### src/rtl/alu_operand_stage.sv
// ---------------------------------------------------------------------------
// alu_operand_stage
//   Registered operand-select stage sitting between decode and the ALU.
//   Builds the two ALU operands (DATA0/DATA1) and the store data for
//   OP, OP-IMM, LOAD, STORE, LUI and AUIPC, applies EX/MEM forwarding,
//   detects load-use hazards and presents a valid/ready handshake on both
//   sides. The output is a single pipeline register that holds under
//   backpressure.
//
// Optional feature macro: OPSEL_JUMP_EN
//   When defined, JAL/JALR produce DATA0=PC, DATA1=4 (link value), and JALR
//   additionally reports its target (f1 + sext(IMM)) on STORE_DATA and
//   takes part in rs1 forwarding / stall detection. When undefined, both
//   opcodes fall into the default (ALU_EN=0) path.
//
// Ports
//   CLK, RST                 clock, synchronous active-high reset
//   IN_VALID / IN_READY      decode-side handshake
//   OPCODE, FUNCT3           instruction fields
//   RS1, RS2, RS1_DATA, RS2_DATA  source indices and register-file data
//   PC, IMM, U_IMM           instruction address and pre-assembled immediates
//   EX_WB_EN, EX_IS_LOAD, EX_RD, EX_RD_DATA   EX-stage producer
//   MEM_WB_EN, MEM_RD, MEM_RD_DATA            MEM-stage producer
//   OUT_VALID / OUT_READY    ALU-side handshake
//   DATA0, DATA1, STORE_DATA, ALU_EN, OUT_FUNCT3  registered outputs
// ---------------------------------------------------------------------------

// Per-source forwarding mux. One instance per source operand.
module alu_operand_fwd #(
  parameter int XLEN = 32
) (
  input  logic [4:0]      rs,
  input  logic [XLEN-1:0] rs_data,
  input  logic            ex_wb_en,
  input  logic            ex_is_load,
  input  logic [4:0]      ex_rd,
  input  logic [XLEN-1:0] ex_rd_data,
  input  logic            mem_wb_en,
  input  logic [4:0]      mem_rd,
  input  logic [XLEN-1:0] mem_rd_data,
  output logic [XLEN-1:0] fwd
);
  // EX is the younger producer, so it wins over MEM. A load in EX has no
  // data yet; that case is covered by the stall, not by forwarding.
  always_comb begin
    if (rs == 5'd0)
      fwd = '0;
    else if (ex_wb_en && !ex_is_load && (ex_rd == rs))
      fwd = ex_rd_data;
    else if (mem_wb_en && (mem_rd == rs))
      fwd = mem_rd_data;
    else
      fwd = rs_data;
  end
endmodule

module alu_operand_stage #(
  parameter int XLEN    = 32,
  parameter int IMM_W   = 12,
  parameter int UIMM_W  = 20,
  parameter int SHAMT_W = 5
) (
  input  logic              CLK,
  input  logic              RST,
  input  logic              IN_VALID,
  output logic              IN_READY,
  input  logic [6:0]        OPCODE,
  input  logic [2:0]        FUNCT3,
  input  logic [4:0]        RS1,
  input  logic [4:0]        RS2,
  input  logic [XLEN-1:0]   RS1_DATA,
  input  logic [XLEN-1:0]   RS2_DATA,
  input  logic [XLEN-1:0]   PC,
  input  logic [IMM_W-1:0]  IMM,
  input  logic [UIMM_W-1:0] U_IMM,
  input  logic              EX_WB_EN,
  input  logic              EX_IS_LOAD,
  input  logic [4:0]        EX_RD,
  input  logic [XLEN-1:0]   EX_RD_DATA,
  input  logic              MEM_WB_EN,
  input  logic [4:0]        MEM_RD,
  input  logic [XLEN-1:0]   MEM_RD_DATA,
  output logic              OUT_VALID,
  input  logic              OUT_READY,
  output logic [XLEN-1:0]   DATA0,
  output logic [XLEN-1:0]   DATA1,
  output logic [XLEN-1:0]   STORE_DATA,
  output logic              ALU_EN,
  output logic [2:0]        OUT_FUNCT3
);
  localparam logic [6:0] OPC_OP    = 7'b0110011;
  localparam logic [6:0] OPC_OPIMM = 7'b0010011;
  localparam logic [6:0] OPC_LOAD  = 7'b0000011;
  localparam logic [6:0] OPC_STORE = 7'b0100011;
  localparam logic [6:0] OPC_LUI   = 7'b0110111;
  localparam logic [6:0] OPC_AUIPC = 7'b0010111;
`ifdef OPSEL_JUMP_EN
  localparam logic [6:0] OPC_JAL   = 7'b1101111;
  localparam logic [6:0] OPC_JALR  = 7'b1100111;
`endif

  // Source operands as a packed array: index 0 = rs1, index 1 = rs2.
  logic [1:0][4:0]      src_idx;
  logic [1:0][XLEN-1:0] src_data;
  logic [1:0][XLEN-1:0] fwd;

  assign src_idx  = {RS2, RS1};
  assign src_data = {RS2_DATA, RS1_DATA};

  generate
    for (genvar g = 0; g < 2; g++) begin : g_fwd
      alu_operand_fwd #(.XLEN(XLEN)) u_fwd (
        .rs          (src_idx[g]),
        .rs_data     (src_data[g]),
        .ex_wb_en    (EX_WB_EN),
        .ex_is_load  (EX_IS_LOAD),
        .ex_rd       (EX_RD),
        .ex_rd_data  (EX_RD_DATA),
        .mem_wb_en   (MEM_WB_EN),
        .mem_rd      (MEM_RD),
        .mem_rd_data (MEM_RD_DATA),
        .fwd         (fwd[g])
      );
    end
  endgenerate

  // Immediates. Signed casts give sign extension to XLEN.
  logic [XLEN-1:0]         imm_sext;
  logic [UIMM_W+11:0]      u_raw;
  logic [XLEN-1:0]         u_sext;
  logic [XLEN-1:0]         shamt_ext;

  assign imm_sext  = XLEN'($signed(IMM));
  assign u_raw     = {U_IMM, 12'b0};
  assign u_sext    = XLEN'($signed(u_raw));
  assign shamt_ext = XLEN'(IMM[SHAMT_W-1:0]);

  // Next-state operand values and source usage.
  logic            use1, use2;
  logic            alu_en_d;
  logic [XLEN-1:0] data0_d, data1_d, store_d;

  always_comb begin
    use1     = 1'b0;
    use2     = 1'b0;
    alu_en_d = 1'b0;
    data0_d  = '0;
    data1_d  = '0;
    store_d  = '0;
    unique case (OPCODE)
      OPC_OP: begin
        use1 = 1'b1; use2 = 1'b1; alu_en_d = 1'b1;
        data0_d = fwd[0];
        data1_d = fwd[1];
      end
      OPC_OPIMM: begin
        use1 = 1'b1; alu_en_d = 1'b1;
        data0_d = fwd[0];
        if (FUNCT3 == 3'b001) begin
          data1_d = shamt_ext;
        end else if (FUNCT3 == 3'b101) begin
          // IMM[10] distinguishes SRAI from SRLI; the ALU reads it here.
          data1_d     = shamt_ext;
          data1_d[10] = IMM[10];
        end else begin
          data1_d = imm_sext;
        end
      end
      OPC_LOAD: begin
        use1 = 1'b1; alu_en_d = 1'b1;
        data0_d = fwd[0];
        data1_d = imm_sext;
      end
      OPC_STORE: begin
        use1 = 1'b1; use2 = 1'b1; alu_en_d = 1'b1;
        data0_d = fwd[0];
        data1_d = imm_sext;
        store_d = fwd[1];
      end
      OPC_LUI: begin
        alu_en_d = 1'b1;
        data1_d  = u_sext;
      end
      OPC_AUIPC: begin
        alu_en_d = 1'b1;
        data0_d  = PC;
        data1_d  = u_sext;
      end
`ifdef OPSEL_JUMP_EN
      OPC_JAL: begin
        alu_en_d = 1'b1;
        data0_d  = PC;
        data1_d  = XLEN'(4);
      end
      OPC_JALR: begin
        use1 = 1'b1; alu_en_d = 1'b1;
        data0_d = PC;
        data1_d = XLEN'(4);
        // Jump target rides on the store-data lane.
        store_d = fwd[0] + imm_sext;
      end
`endif
      default: begin
        // Unknown opcode: still accepted and passed on, ALU disabled.
      end
    endcase
  end

  // Load-use hazard: the load result is not available until after EX.
  logic stall;
  assign stall = IN_VALID && EX_WB_EN && EX_IS_LOAD && (EX_RD != 5'd0) &&
                 ((use1 && (EX_RD == RS1)) || (use2 && (EX_RD == RS2)));

  assign IN_READY = !stall && (!OUT_VALID || OUT_READY);

  logic accept;
  assign accept = IN_VALID && IN_READY;

  always_ff @(posedge CLK) begin
    if (RST) begin
      OUT_VALID  <= 1'b0;
      DATA0      <= '0;
      DATA1      <= '0;
      STORE_DATA <= '0;
      ALU_EN     <= 1'b0;
      OUT_FUNCT3 <= '0;
    end else if (accept) begin
      OUT_VALID  <= 1'b1;
      DATA0      <= data0_d;
      DATA1      <= data1_d;
      STORE_DATA <= store_d;
      ALU_EN     <= alu_en_d;
      OUT_FUNCT3 <= FUNCT3;
    end else if (OUT_READY) begin
      // Consumed with nothing new (or stalled): emit a bubble.
      OUT_VALID <= 1'b0;
    end
  end

endmodule
### config.mk
export PLATFORM = sky130hd
export DESIGN_NAME = alu_operand_stage
export DESIGN_NICKNAME = d
export VERILOG_FILES = /design/src/rtl/alu_operand_stage.sv
export SDC_FILE = /design/constraint.sdc
export NUM_CORES = 1
export LEC_CHECK = 0
export CORE_ASPECT_RATIO = 0.75
export CORE_MARGIN = 3
export CORE_UTILIZATION = 35
export CTS_BUF_LIST = sky130_fd_sc_hd__clkbuf_4 sky130_fd_sc_hd__clkbuf_8 sky130_fd_sc_hd__clkbuf_16
export CTS_CLUSTER_DIAMETER = 150
export CTS_CLUSTER_SIZE = 20
export DETAILED_ROUTE_END_ITERATION = 8
export PLACE_DENSITY = 0.84
export SYNTH_ARGS = -nofsm -noshare
export SYNTH_HDL_FRONTEND = slang
export SYNTH_SLANG_ARGS = --single-unit
export TNS_END_PERCENT = 20
### constraint.sdc
create_clock -name CLK -period 1.8 [get_ports CLK]
set_input_delay 0.27 -clock CLK [delete_from_list [all_inputs] [get_ports CLK]]
set_output_delay 0.27 -clock CLK [all_outputs]
set_load 0.02 [all_outputs]
After elaboration in Yosys (flattened, before gate mapping)
Cells that the tools add are included.
{ "totals": {"regBits": 101, "in_bits": 229, "out_inout_bits": 102, "elab_cells": 61} }
{ "op_classes": {"n_eq_ne": 12, "n_mux": 16, "reduce_logical": 27} }
{ "op_table": {"columns": ["operator", "count"], "rows": [
  ["$mux 32", 9],
  ["$pmux 32 s4", 1],
  ["$pmux 32 s2", 1],
  ["$eq 7x6->1 const B", 3],
  ["$eq 5x5->1", 4],
  ["$eq 7x5->1 const B", 2],
  ["$logic_and 1x1->1", 13],
  ["$logic_not 5->1", 2],
  ["$eq 7x2->1 const B", 1],
  ["$reduce_or 2->1", 3],
  ["$reduce_or 6->1", 1],
  ["$mux 1", 5],
  ["$reduce_bool 5->1", 1],
  ["$reduce_or 4->1", 1],
  ["$eq 3x1->1 const B", 1],
  ["$eq 3x3->1 const B", 1],
  ["$logic_not 1->1", 3],
  ["$logic_or 1x1->1", 2],
  ["$reduce_bool 2->1", 1]
]} }

Logic depth before layout (Yosys ltp)
Gate-level depths: netlist of the first run.
{ "depth": {"word_depth": 10, "mapped_depth": 9, "mapped_depth_nobuf": 6} }

Cells and area by module
Synthesis of the first run repeated with hierarchy kept, for this count alone.
{ "unflattened": {"hier_cells": 893, "area_unflattened_um2": 7009.2} }
{ "by_module_without_submodules": {"columns": ["module", "instances", "cells_per_inst", "area_each_um2", "seq_area_each_um2"], "rows": [
  ["alu_operand_stage", 1, 541, 4849.7, 2021.9],
  ["alu_operand_fwd", 2, 176, 1079.8, 0.0]
]} }

Worst setup path before layout of the first run
No wires, ideal clock.
{ "synth_path": {"path_type": "input to register", "startpoint": "input port OPCODE[6]", "endpoint": "register STORE_DATA[10]", "setup_ns": 0.059, "arrival_ns": 1.900, "required_time_ns": 1.741, "setup_slack_ns": -0.159, "stages": 8, "n_path_buf": 4, "cell_sequence": "or4_1 clkbuf_1 o41a_1 buf_2 nor2_4 buf_6 buf_6 a22o_1"} }
{ "synth_between": {"elab_chain_cells": 9, "elab_cells_between_ends": 16, "classes_between": "eq/ne (4); mux (3); reduce/logical (9)"} }
{ "synth_lines": {"columns": ["element", "line", "rtl"], "rows": [
  ["start, declared", "67", "input logic [6:0] OPCODE,"],
  ["$eq 7x5->1 (tied with other cells)", "150", "unique case (OPCODE)"],
  ["$reduce_or 4->1 (no source line) or $reduce_or 2->1 (tied branches)", null, null],
  ["$mux 1", "150", null],
  ["$logic_and 1x1->1", "212", "((use1 && (EX_RD == RS1)) || (use2 && (EX_RD == RS2)));"],
  ["$logic_or 1x1->1", "212", null],
  ["$logic_and 1x1->1", "211", "assign stall = IN_VALID && EX_WB_EN && EX_IS_LOAD && (EX_RD != 5'd0) &&"],
  ["$logic_not 1->1", "214", "assign IN_READY = !stall && (!OUT_VALID || OUT_READY);"],
  ["$logic_and 1x1->1", "214", null],
  ["$logic_and 1x1->1", "217", "assign accept = IN_VALID && IN_READY;"],
  ["end signal, assigned", "231", "STORE_DATA <= store_d;"],
  ["end, declared", "87", "output logic [XLEN-1:0] STORE_DATA,"]
]} }
Parallel ways exist; a longest one is shown, timed or not.
A chain may end at the register's enable or synchronous reset.

Worst setup path after layout of the first run
{ "layout_path": {"startpoint": "input port OPCODE[1]", "endpoint": "register ALU_EN"} }
{ "layout_between": {"elab_chain_cells": 9, "elab_cells_between_ends": 19, "classes_between": "eq/ne (6); mux (3); reduce/logical (10)"} }
{ "layout_lines": {"columns": ["element", "line", "rtl"], "rows": [
  ["$eq 7x5->1 (tied with other cells)", "150", null],
  ["$reduce_or 4->1 (no source line) or $reduce_or 2->1 (tied branches)", null, null],
  ["$mux 1", "150", null],
  ["$logic_and 1x1->1", "212", null],
  ["$logic_or 1x1->1", "212", null],
  ["$logic_and 1x1->1", "211", null],
  ["$logic_not 1->1", "214", null],
  ["$logic_and 1x1->1", "214", null],
  ["$logic_and 1x1->1", "217", null],
  ["end signal, assigned", "232", "ALU_EN <= alu_en_d;"],
  ["end, declared", "88", "output logic ALU_EN,"]
]} }
Parallel ways exist; a longest one is shown, timed or not.

==> impl_metrics.ini, run 1 <==
[worst_setup_path]
worstSetupPathType = in2reg
rr_startpoint = OUT_VALID$_SDFFE_PP0P_
cp.arrival_ps = 2320
worstPathMaxFanout = 4
critPathTopFamily = simple AND/OR/NAND/NOR gates
critPathLaunchType = input pin
reg2reg_depth = 8
cp_cell_sequence = buf_6, nand2_2, or4_4, buf_6, buf_6, o41ai_4, or3_4, buf_4, buf_6, a21bo_2
r2r_slack_ps = 40
cp_slowest_stage_delay_ps = 590
cp_slowest_cell = or4_4
r2r-end = STORE_DATA[1]$_SDFFE_PP0P_
critPathBufInv = 5
cpMostUsedCell = buf_6
worstPathRequired_ps = 2050
cp.depth = 10
cp-end-kind = flip-flop

[synth]
async_reset_ff_share_pct = 0
synth_seq_cells = 101
syn-cell-area_um2 = 5700
ys.flop_type = dfxtp_1
yosys.cell_types.count = 44
yosys_warnings = 0
seq_area_frac_synth_pct = 35.5
synthCells = 714
syn_avg_cell_area_um2 = 7.98
synth_edf_count = 0
syn_nets = 943

[outcome]
violations = negative setup slack
outcome = finished with violations

[timing]
post-route-worst-setup-slack_ps = -272
min_period_ps = 2070
relSlewSlack_pct = 68.2
finalMaxSlewViolations = 0
setup_violations = 102
tightest_slew_ps = 478
clock-skew-final_ps = 4.71
finalCritPeriodShare_pct = 115
tns_ps = -19230
finalHoldViolCount = 0
rsz0062_at_grt = yes
fmax_ghz = 0.483

[global_routing]
grt_pass1_wl_um = 47500
grt_usage_pct = 34.6
grt_overflow = 0
grt_pass1_vias = 7793
grt_max_degree = 39
antenna_found_initial = 1

[die]
die_width_um = 153
coreArea_um2 = 15600
ios = 331
dieHeight_um = 116
dieArea_um2 = 17900
initial_core_util_pct = 36.6
num_rows = 39

[pwr]
power_density_nw_per_um2 = 529
ir_worst_vdd_uv = 433
p_leak_nw = 4.22

[job]
maxCapViolations = 0

[route]
dr.max_layer_used = met4
drt_pass1_iterations = 8
drt-vias-per-instance = 6.09
wl_met2_um = 15900
via_count = 8126
met3_length_um = 3560
post_drt_wl_per_cell_um = 26.4
drc_errors = 0
routedLengthMet1_um = 14300
ant_nets = 0
drt_iter0_markers = 994
finalWirelength_um = 35300

[placed_design]
numPortBuffers = 330
post-place-ws_ps = -937
routabilityCongestion = 1.00
place_hpwl_um = 23100
dp.cells = 1271
post_dp_cell_area_um2 = 9870

[layout]
seqCellArea_um2 = 2020
final_nets = 1353
fin_cells = 1335
drive_gt1_share_pct = 27.0
post-route-cell-area_um2 = 11600
area_growth_pct = 104
num-fill-cells = 1090
multi_input_area_um2 = 4090

[min_path]
holdPathStages = 2
holdPathEnd = OUT_FUNCT3[0]$_SDFFE_PP0P_
worstHoldStart = OUT_FUNCT3[0]$_SDFFE_PP0P_
min_path_type = reg2reg

[clock_network]
cts_root_buf = clkbuf_16
clk_pin_slew_ps = 80
clockBufferDepth = 2
cts_htree_levels = 3
cts.sinks = 101
cts_tree = yes
clk_latency_ps = 360
cts_inserted_buffers = 9
-- sequential cells by signal, indices dropped and copies added (netlist names) --
register and count:
DATA1 32, DATA0 32, STORE_DATA 32, OUT_VALID 1
ALU_EN 1, OUT_FUNCT3 3
-- cell families (layout without fill, tap and decap cells) --
| family | count (synthesis) | after routing | synth area share (%) |
|---|---|---|---|
| AO/OA/AOI/OAI | 272 | 272 | 35.6 |
| AND/OR/NAND/NOR | 238 | 238 | 19.1 |
| flip-flops | 101 | 101 | 35.5 |
| buffers and inverters | 83 | 498 | 6.72 |
| XOR/XNOR | 20 | 20 | 3.07 |
| other | 0 | 1 | 0 |
-- worst reg2reg max path, delay by kind of cell (launching register included) --
family	cells	cell delay (ps)
compound gates	2	500
buf+inv	3	420
simple gates	3	410
flops	1	310
-- final cells by class --
type                            instances  share of cell area, %
Antenna cell                            1                 0.0215
Timing Repair Buffer                  481                   42.6
Inverter                                1                 0.0323
Clock buffer                            9                   1.94
Clock inverter                          7                  0.582
Tap cell                              205                   2.21
Multi-Input combinational cell        530                   35.2
Sequential cell                       101                   17.4
-- layout by cell type (no fill, tap or decap), types with 3 or more instances in the layout --
master	count
a21oi_2	3
xnor2_1	5
buf_16	10
nand4_1	33
nor2_4	3
buf_12	18
a211oi_1	19
a311o_1	32
a221oi_1	3
a22oi_1	9
dfxtp_1	101
nor2_2	5
nand2_1	74
o2bb2ai_4	10
buf_4	96
nand3_2	4
o21ai_1	11
o2bb2ai_2	18
nor3_2	3
buf_8	3
a211oi_2	13
buf_6	28
a31oi_2	13
clkbuf_16	11
nor3_1	29
xnor2_2	10
o21ai_0	23
a221oi_2	16
nor2_1	64
a22o_1	32
xor2_1	4
clkdlybuf4s15_2	3
o2bb2ai_1	4
a31oi_1	18
a21oi_1	37
buf_2	10
dlygate4sd2_1	6
clkdlybuf4s50_1	303
-- synthesized netlist by cell type, drive strengths merged (27+ instances only) --
| cell type | n | area, µm² |
|---|---|---|
| o21ai | 35 | 175 |
| a31oi | 31 | 194 |
| clkbuf | 55 | 206 |
| a22o | 32 | 280 |
| nor2 | 72 | 278 |
| a211oi | 33 | 253 |
| o2bb2ai | 32 | 280 |
| nor3 | 32 | 160 |
| a311o | 32 | 320 |
| nand4 | 33 | 206 |
| dfxtp | 101 | 2020 |
| buf | 27 | 173 |
| nand2 | 76 | 285 |
| a21oi | 40 | 200 |
-- where the power goes --
part / switching [mW] / internal [mW]
combinational: 0.827 / 0.983
clock: 1.04 / 0.977
sequential: 0.0358 / 2.29
total: 1.91 / 4.25
-- routing by layer --
layer,vias to the layer above,GRT usage [%]
met1,3828,46.1
met5,-,0
met4,0,11.2
met3,124,9.11
li1,3569,-
met2,605,55.1
-- worst max-delay path by stage --
| stage | startpoint | end |
|---|---|---|
| floorplan | OPCODE[6] | STORE_DATA[10]$_SDFFE_PP0P_ |
| global placement | EX_RD[1] | DATA1[12]$_SDFFE_PP0P_ |
| detailed placement | EX_RD[1] | DATA1[12]$_SDFFE_PP0P_ |
| CTS | EX_RD[3] | STORE_DATA[10]$_SDFFE_PP0P_ |
| global route | EX_WB_EN | STORE_DATA[29]$_SDFFE_PP0P_ |
| finish | OPCODE[1] | ALU_EN$_SDFFE_PP0P_ |
-- through the flow --
| stage | power, mW | hold slack [ps] | utilization, % |
|---|---|---|---|
| global placement | 3.82 | 443 | 63.4 |
| finish | 6.15 | 465 | 74.6 |
| detailed placement | 3.83 | 446 | 63.4 |
| floorplan | 2.86 | 406 | - |
| global route | 6.31 | 478 | 74.6 |
| CTS | 6.00 | 467 | 71.1 |
-- what timing repair did --
item	CTS	global route
hold buffers	0	0
gates resized for setup	192	78
buffers inserted	29	4
endpoints found under the hold margin	0	0
cloned	13	3
pin swaps	89	31
setup endpoints to repair	102	102
Power figures use the tool's default switching activity.
==> run 2: changes to the inputs <==
--- a/config.mk
+++ b/config.mk
@@ -13,6 +13,7 @@
 export CTS_CLUSTER_SIZE = 20
 export DETAILED_ROUTE_END_ITERATION = 8
 export PLACE_DENSITY = 0.84
+export SETUP_SLACK_MARGIN = 0.5
 export SYNTH_ARGS = -nofsm -noshare
 export SYNTH_HDL_FRONTEND = slang
 export SYNTH_SLANG_ARGS = --single-unit
==> run 2 against run 1 <==
The flow still finishes with violations (negative setup slack). Clock skew rose by 3.6 ps. Flip-flop and latch count unchanged. Non-clock buffer count up 8. First-iteration DRC count rose by 7.0%. Design area is 1.2% lower. Utilization is 0.93 points lower. Global-route usage grew 1.2 points. Via count down 0.23%. Critical endpoint is now DATA1[22]$_SDFFE_PP0P_.
==> impl_metrics.ini, run 2 (synthesis gave the netlist of run 1 again) <==
[outcome]
outcome = finished with violations
violations = negative setup slack

[timing]
min_period_ps = 2030
relSlewSlack_pct = 63.9
rsz0062_at_grt = yes
post-route-worst-setup-slack_ps = -231
tightest_slew_ps = 541
fmax_ghz = 0.492
tns_ps = -15960
finalMaxSlewViolations = 0
finalHoldViolCount = 0
clock-skew-final_ps = 8.31
setup_violations = 98
finalCritPeriodShare_pct = 113
fin_hold_ws_ps = 464

[pwr]
power_density_nw_per_um2 = 536
power.switching_mw = 1.91
seqPwrFrac_pct = 37.7
ir_worst_vdd_uv = 404
finalPower_mw = 6.15
switching_share_pct = 31.1
p_comb_share_pct = 29.4
intPower_mw = 4.23
p_leak_nw = 4.44
clockPowerShare_pct = 32.8

[global_routing]
grt_pass1_wl_um = 49100
grt_usage_pct = 35.8
grt_max_degree = 37
grt_overflow = 0
antenna_found_initial = 0
grt_pass1_vias = 8061

[worst_setup_path]
critPathLaunchType = input pin
cp-end-kind = flip-flop
worstPathMaxFanout = 8
cp.arrival_ps = 2310
worstSetupPathType = in2reg
worstPathRequired_ps = 2080

[clock_network]
clk_latency_ps = 360
cts_inserted_buffers = 9
cts_root_buf = clkbuf_16
cts_htree_levels = 3
cts.sinks = 101
cts_hold_buf = 0
clockBufferDepth = 2
clk_pin_slew_ps = 80
cts_tree = yes

[layout]
area_growth_pct = 101
drive_gt1_share_pct = 37.0
layout_common_cells = 200 x clkdlybuf4s50_1, 101 x dfxtp_1, 99 x buf_4
top_regs = DATA0 (32), DATA1 (32), STORE_DATA (32)
final_nets = 1361
n_antenna_cell = 0
layout_commonest_cell = clkdlybuf4s50_1
fin_cells = 1342

[placed_design]
place_hpwl_um = 23100
dp.cells = 1271
routabilityCongestion = 1.00
numPortBuffers = 330
post-place-ws_ps = -937

[min_path]
min_path_type = reg2reg

[route]
drc_errors = 0
drt-vias-per-instance = 6.04
post_drt_wl_per_cell_um = 25.6
via_count = 8107
drt_iter0_markers = 1064
finalWirelength_um = 34400
ant_nets = 0
drt_pass1_iterations = 7

[die]
initial_core_util_pct = 36.6
num_rows = 39
coreArea_um2 = 15600
dieArea_um2 = 17900
ios = 331
dieHeight_um = 116
die_width_um = 153

[job]
maxCapViolations = 0
==> run 2: stage by stage <==
step | util, % | cell area [µm²]
2_1_floorplan | - | 5720
3_3_place_gp | 63.4 | 9870
3_5_place_dp | 63.4 | 9870
4_1_cts | 72.9 | 11400
5_1_grt | 73.7 | 11500
6_report | 73.7 | 11500
==> run 2: worst paths after layout <==
path | startpoint | to | slack (ps) | depth (start not counted)
worst max-delay path | EX_RD[3] | DATA1[22]$_SDFFE_PP0P_ | -230 | 10
worst min-delay path | OUT_FUNCT3[0]$_SDFFE_PP0P_ | OUT_FUNCT3[0]$_SDFFE_PP0P_ | 460 | 2
worst max register to register | OUT_VALID$_SDFFE_PP0P_ | STORE_DATA[30]$_SDFFE_PP0P_ | 10 | 9
worst min register to register | OUT_FUNCT3[0]$_SDFFE_PP0P_ | OUT_FUNCT3[0]$_SDFFE_PP0P_ | 460 | 2
==> run 2: final cells by class <==
cell class / count / area (µm²)
multi-input combinational: 530 / 4140
fill: 1158 / 4090
clock inverter: 7 / 67.6
sequential: 101 / 2020
tap: 205 / 256
inverter: 1 / 3.75
timing repair buffer: 489 / 4760
clock buffer: 9 / 225
==> run 2: metal layers <==
metal,up-vias,share of wire (%),GRT usage (%)
met2,620,45,57.3
met4,0,4.3,13.9
met1,3778,39,46.1
met5,-,0,0
li1,3599,-,-
met3,110,11,10.3
==> run 2: worst max-delay path, stage by stage <==
cell and delay (ps):
buf_6 100, buf_6 110, or4_4 550, nor2_4 110, buf_6 110, buf_6 100
o41ai_4 80, or3_4 520, buf_16 200, o2bb2ai_4 160
==> run 2: power by group through the flow <==
stage                     registers (mW)  clock network, mW  logic, mW
after floorplan                     2.43                  0      0.434
after global placement              2.37                  0       1.46
after detailed placement            2.37                  0       1.46
after CTS                           2.32               2.00       1.69
after global routing                2.33               2.11       1.89
final                               2.32               2.02       1.81
==> run 2: what timing repair did <==
action,CTS,global route
setup buffers,32,4
cloned,18,1
pin swaps,73,39
endpoints found under the setup margin,203,175
gates resized for setup,451,164
==> run 3: changes to the inputs <==
==> constraint.sdc (replaced) <==
create_clock -name CLK -period 1.8 [get_ports CLK]
set_input_delay 0.27 -clock CLK [delete_from_list [all_inputs] [get_ports CLK]]
set_output_delay 0.27 -clock CLK [all_outputs]
set_load 0.05 [all_outputs]
==> run 3 against run 2 <==
The flow still finishes with violations (negative setup slack). Wire length is 8.1% lower. Sequential power hardly changed. Clock skew is 0.63 ps lower. Utilization is 3.5 points lower. Critical path depth is 1 higher.
==> impl_metrics.ini, run 3 (synthesis gave the netlist of run 1 again) <==
[outcome]
outcome = finished with violations
violations = negative setup slack

[layout]
num-fill-cells = 1201
layout_common_cells = 202 x clkdlybuf4s50_1, 151 x buf_4, 101 x dfxtp_1
n_antenna_cell = 0
fin_cells = 1309
top_regs = DATA0 (32), DATA1 (32), STORE_DATA (32)
area_growth_pct = 92.0
drive_gt1_share_pct = 32.9
final_nets = 1328
layout.core_utilization_pct = 70.3
layout_commonest_cell = clkdlybuf4s50_1

[die]
initial_core_util_pct = 36.6
die_width_um = 153
dieArea_um2 = 17900
ios = 331
num_rows = 39
coreArea_um2 = 15600
dieHeight_um = 116

[worst_setup_path]
worstPathRequired_ps = 2030
critPathTopFamily = buffers and inverters
r2r_slack_ps = 0
crit_start = EX_RD[0]
critPathBufInv = 5
cp.arrival_ps = 2300
critPathLaunchType = input pin
cp_slowest_cell = o41ai_4
reg2reg_depth = 8
cp_slowest_stage_delay_ps = 370
worstSetupPathType = in2reg
cp_cell_sequence = buf_4, xnor2_1, nand3_2, o22a_1, buf_6, o41ai_4, buf_4, buf_6, or3_4, clkbuf_16, o2bb2ai_2
worstPathMaxFanout = 6
r2r-end = DATA1[23]$_SDFFE_PP0P_
rr_startpoint = OUT_VALID$_SDFFE_PP0P_
cp-end-kind = flip-flop

[route]
finalWirelength_um = 31600
post_drt_wl_per_cell_um = 24.1
drt_iter0_markers = 918
drt-vias-per-instance = 5.95
drt_pass1_iterations = 5
via_count = 7791
drc_errors = 0
ant_nets = 0

[clock_network]
cts.sinks = 101
cts_htree_levels = 3
clk_pin_slew_ps = 80
cts_tree = yes
clk_latency_ps = 350
cts_root_buf = clkbuf_16
cts_inserted_buffers = 9
clockBufferDepth = 2

[global_routing]
grt_max_degree = 37
grt_pass1_vias = 7131
grt_pass1_wl_um = 42700
grt_overflow = 0
antenna_found_initial = 0
grt_usage_pct = 30.9

[timing]
tns_ps = -19210
relSlewSlack_pct = 69.0
tightest_slew_ps = 464
post-route-worst-setup-slack_ps = -274
clock-skew-final_ps = 7.69
rsz0062_at_grt = yes
finalMaxSlewViolations = 0
setup_violations = 102
fmax_ghz = 0.482
finalHoldViolCount = 0
finalCritPeriodShare_pct = 115
min_period_ps = 2070

[pwr]
ir_worst_vdd_uv = 487
finalPower_mw = 6.12
power_density_nw_per_um2 = 560
p_leak_nw = 4.26

[job]
maxCapViolations = 0

[placed_design]
numPortBuffers = 330
place_hpwl_um = 22300
dp.cells = 1263
routabilityCongestion = 1.04
post-place-ws_ps = -948

[min_path]
min_path_type = reg2reg
holdPathEnd = DATA1[0]$_SDFFE_PP0P_
holdPathStages = 1
worstHoldStart = DATA1[0]$_SDFFE_PP0P_
## run 3: changes by cell type in the layout (fill, tap and decap cells not counted), sizes merged
cell           change
buf               +41
clkdlybuf4s15     -29
clkdlybuf4s50      +2
clkbuf            -42
dlygate4sd2        -4
dlymetal6s2s       -1
## run 3: per-layer routing
layer / part of all wire (%) / GRT usage, % / up-vias
li1: - / - / 3513
met1: 42 / 42.9 / 3658
met2: 44 / 46.2 / 544
met3: 11 / 9.04 / 76
met4: 3.5 / 10.4 / 0
met5: 0 / 0 / -
## run 3: area by class of cell
type	count	area (µm²)	share of cell area (%)
Clock inverter	7	67.6	0.618
Clock buffer	9	225	2.06
Sequential cell	101	2020	18.5
Multi-Input combinational cell	530	3880	35.5
Tap cell	205	256	2.35
Inverter	1	3.75	0.0343
Timing Repair Buffer	456	4480	40.9
## run 3: per-stage QoR
| step | hold slack [ps] | instance area [µm²] |
|---|---|---|
| 2_1_floorplan | 406 | 5720 |
| 3_5_place_dp | 447 | 9640 |
| 6_report | 463 | 10900 |
| 5_1_grt | 485 | 10900 |
| 3_3_place_gp | 443 | 9640 |
| 4_1_cts | 466 | 10200 |
## run 3: how the worst max path moves through the flow
| stage | end | slack [ps] | depth (start not counted) |
|---|---|---|---|
| detailed placement | DATA0[21]$_SDFFE_PP0P_ | -950 | 9 |
| global route | DATA1[28]$_SDFFE_PP0P_ | -280 | 11 |
| floorplan | STORE_DATA[10]$_SDFFE_PP0P_ | -120 | 8 |
| finish | DATA1[15]$_SDFFE_PP0P_ | -270 | 11 |
| CTS | IN_READY | -140 | 6 |
| global placement | DATA0[22]$_SDFFE_PP0P_ | -940 | 9 |
## run 3: what timing repair did
action / 4_1_cts / 5_1_grt
endpoints found under the setup margin: 132 / 103
resized for setup: 281 / 114
pin swaps: 64 / 45
gates cloned: 8 / 8
hold buffers: 0 / 0
hold endpoints to repair: 0 / 0
buffers inserted: 9 / 5
## run 3: where the power goes
part,internal (mW),leakage (nW),switching [mW]
combinational,0.917,3.29,0.901
sequential,2.29,0.820,0.0350
clock,0.976,0.145,1.01
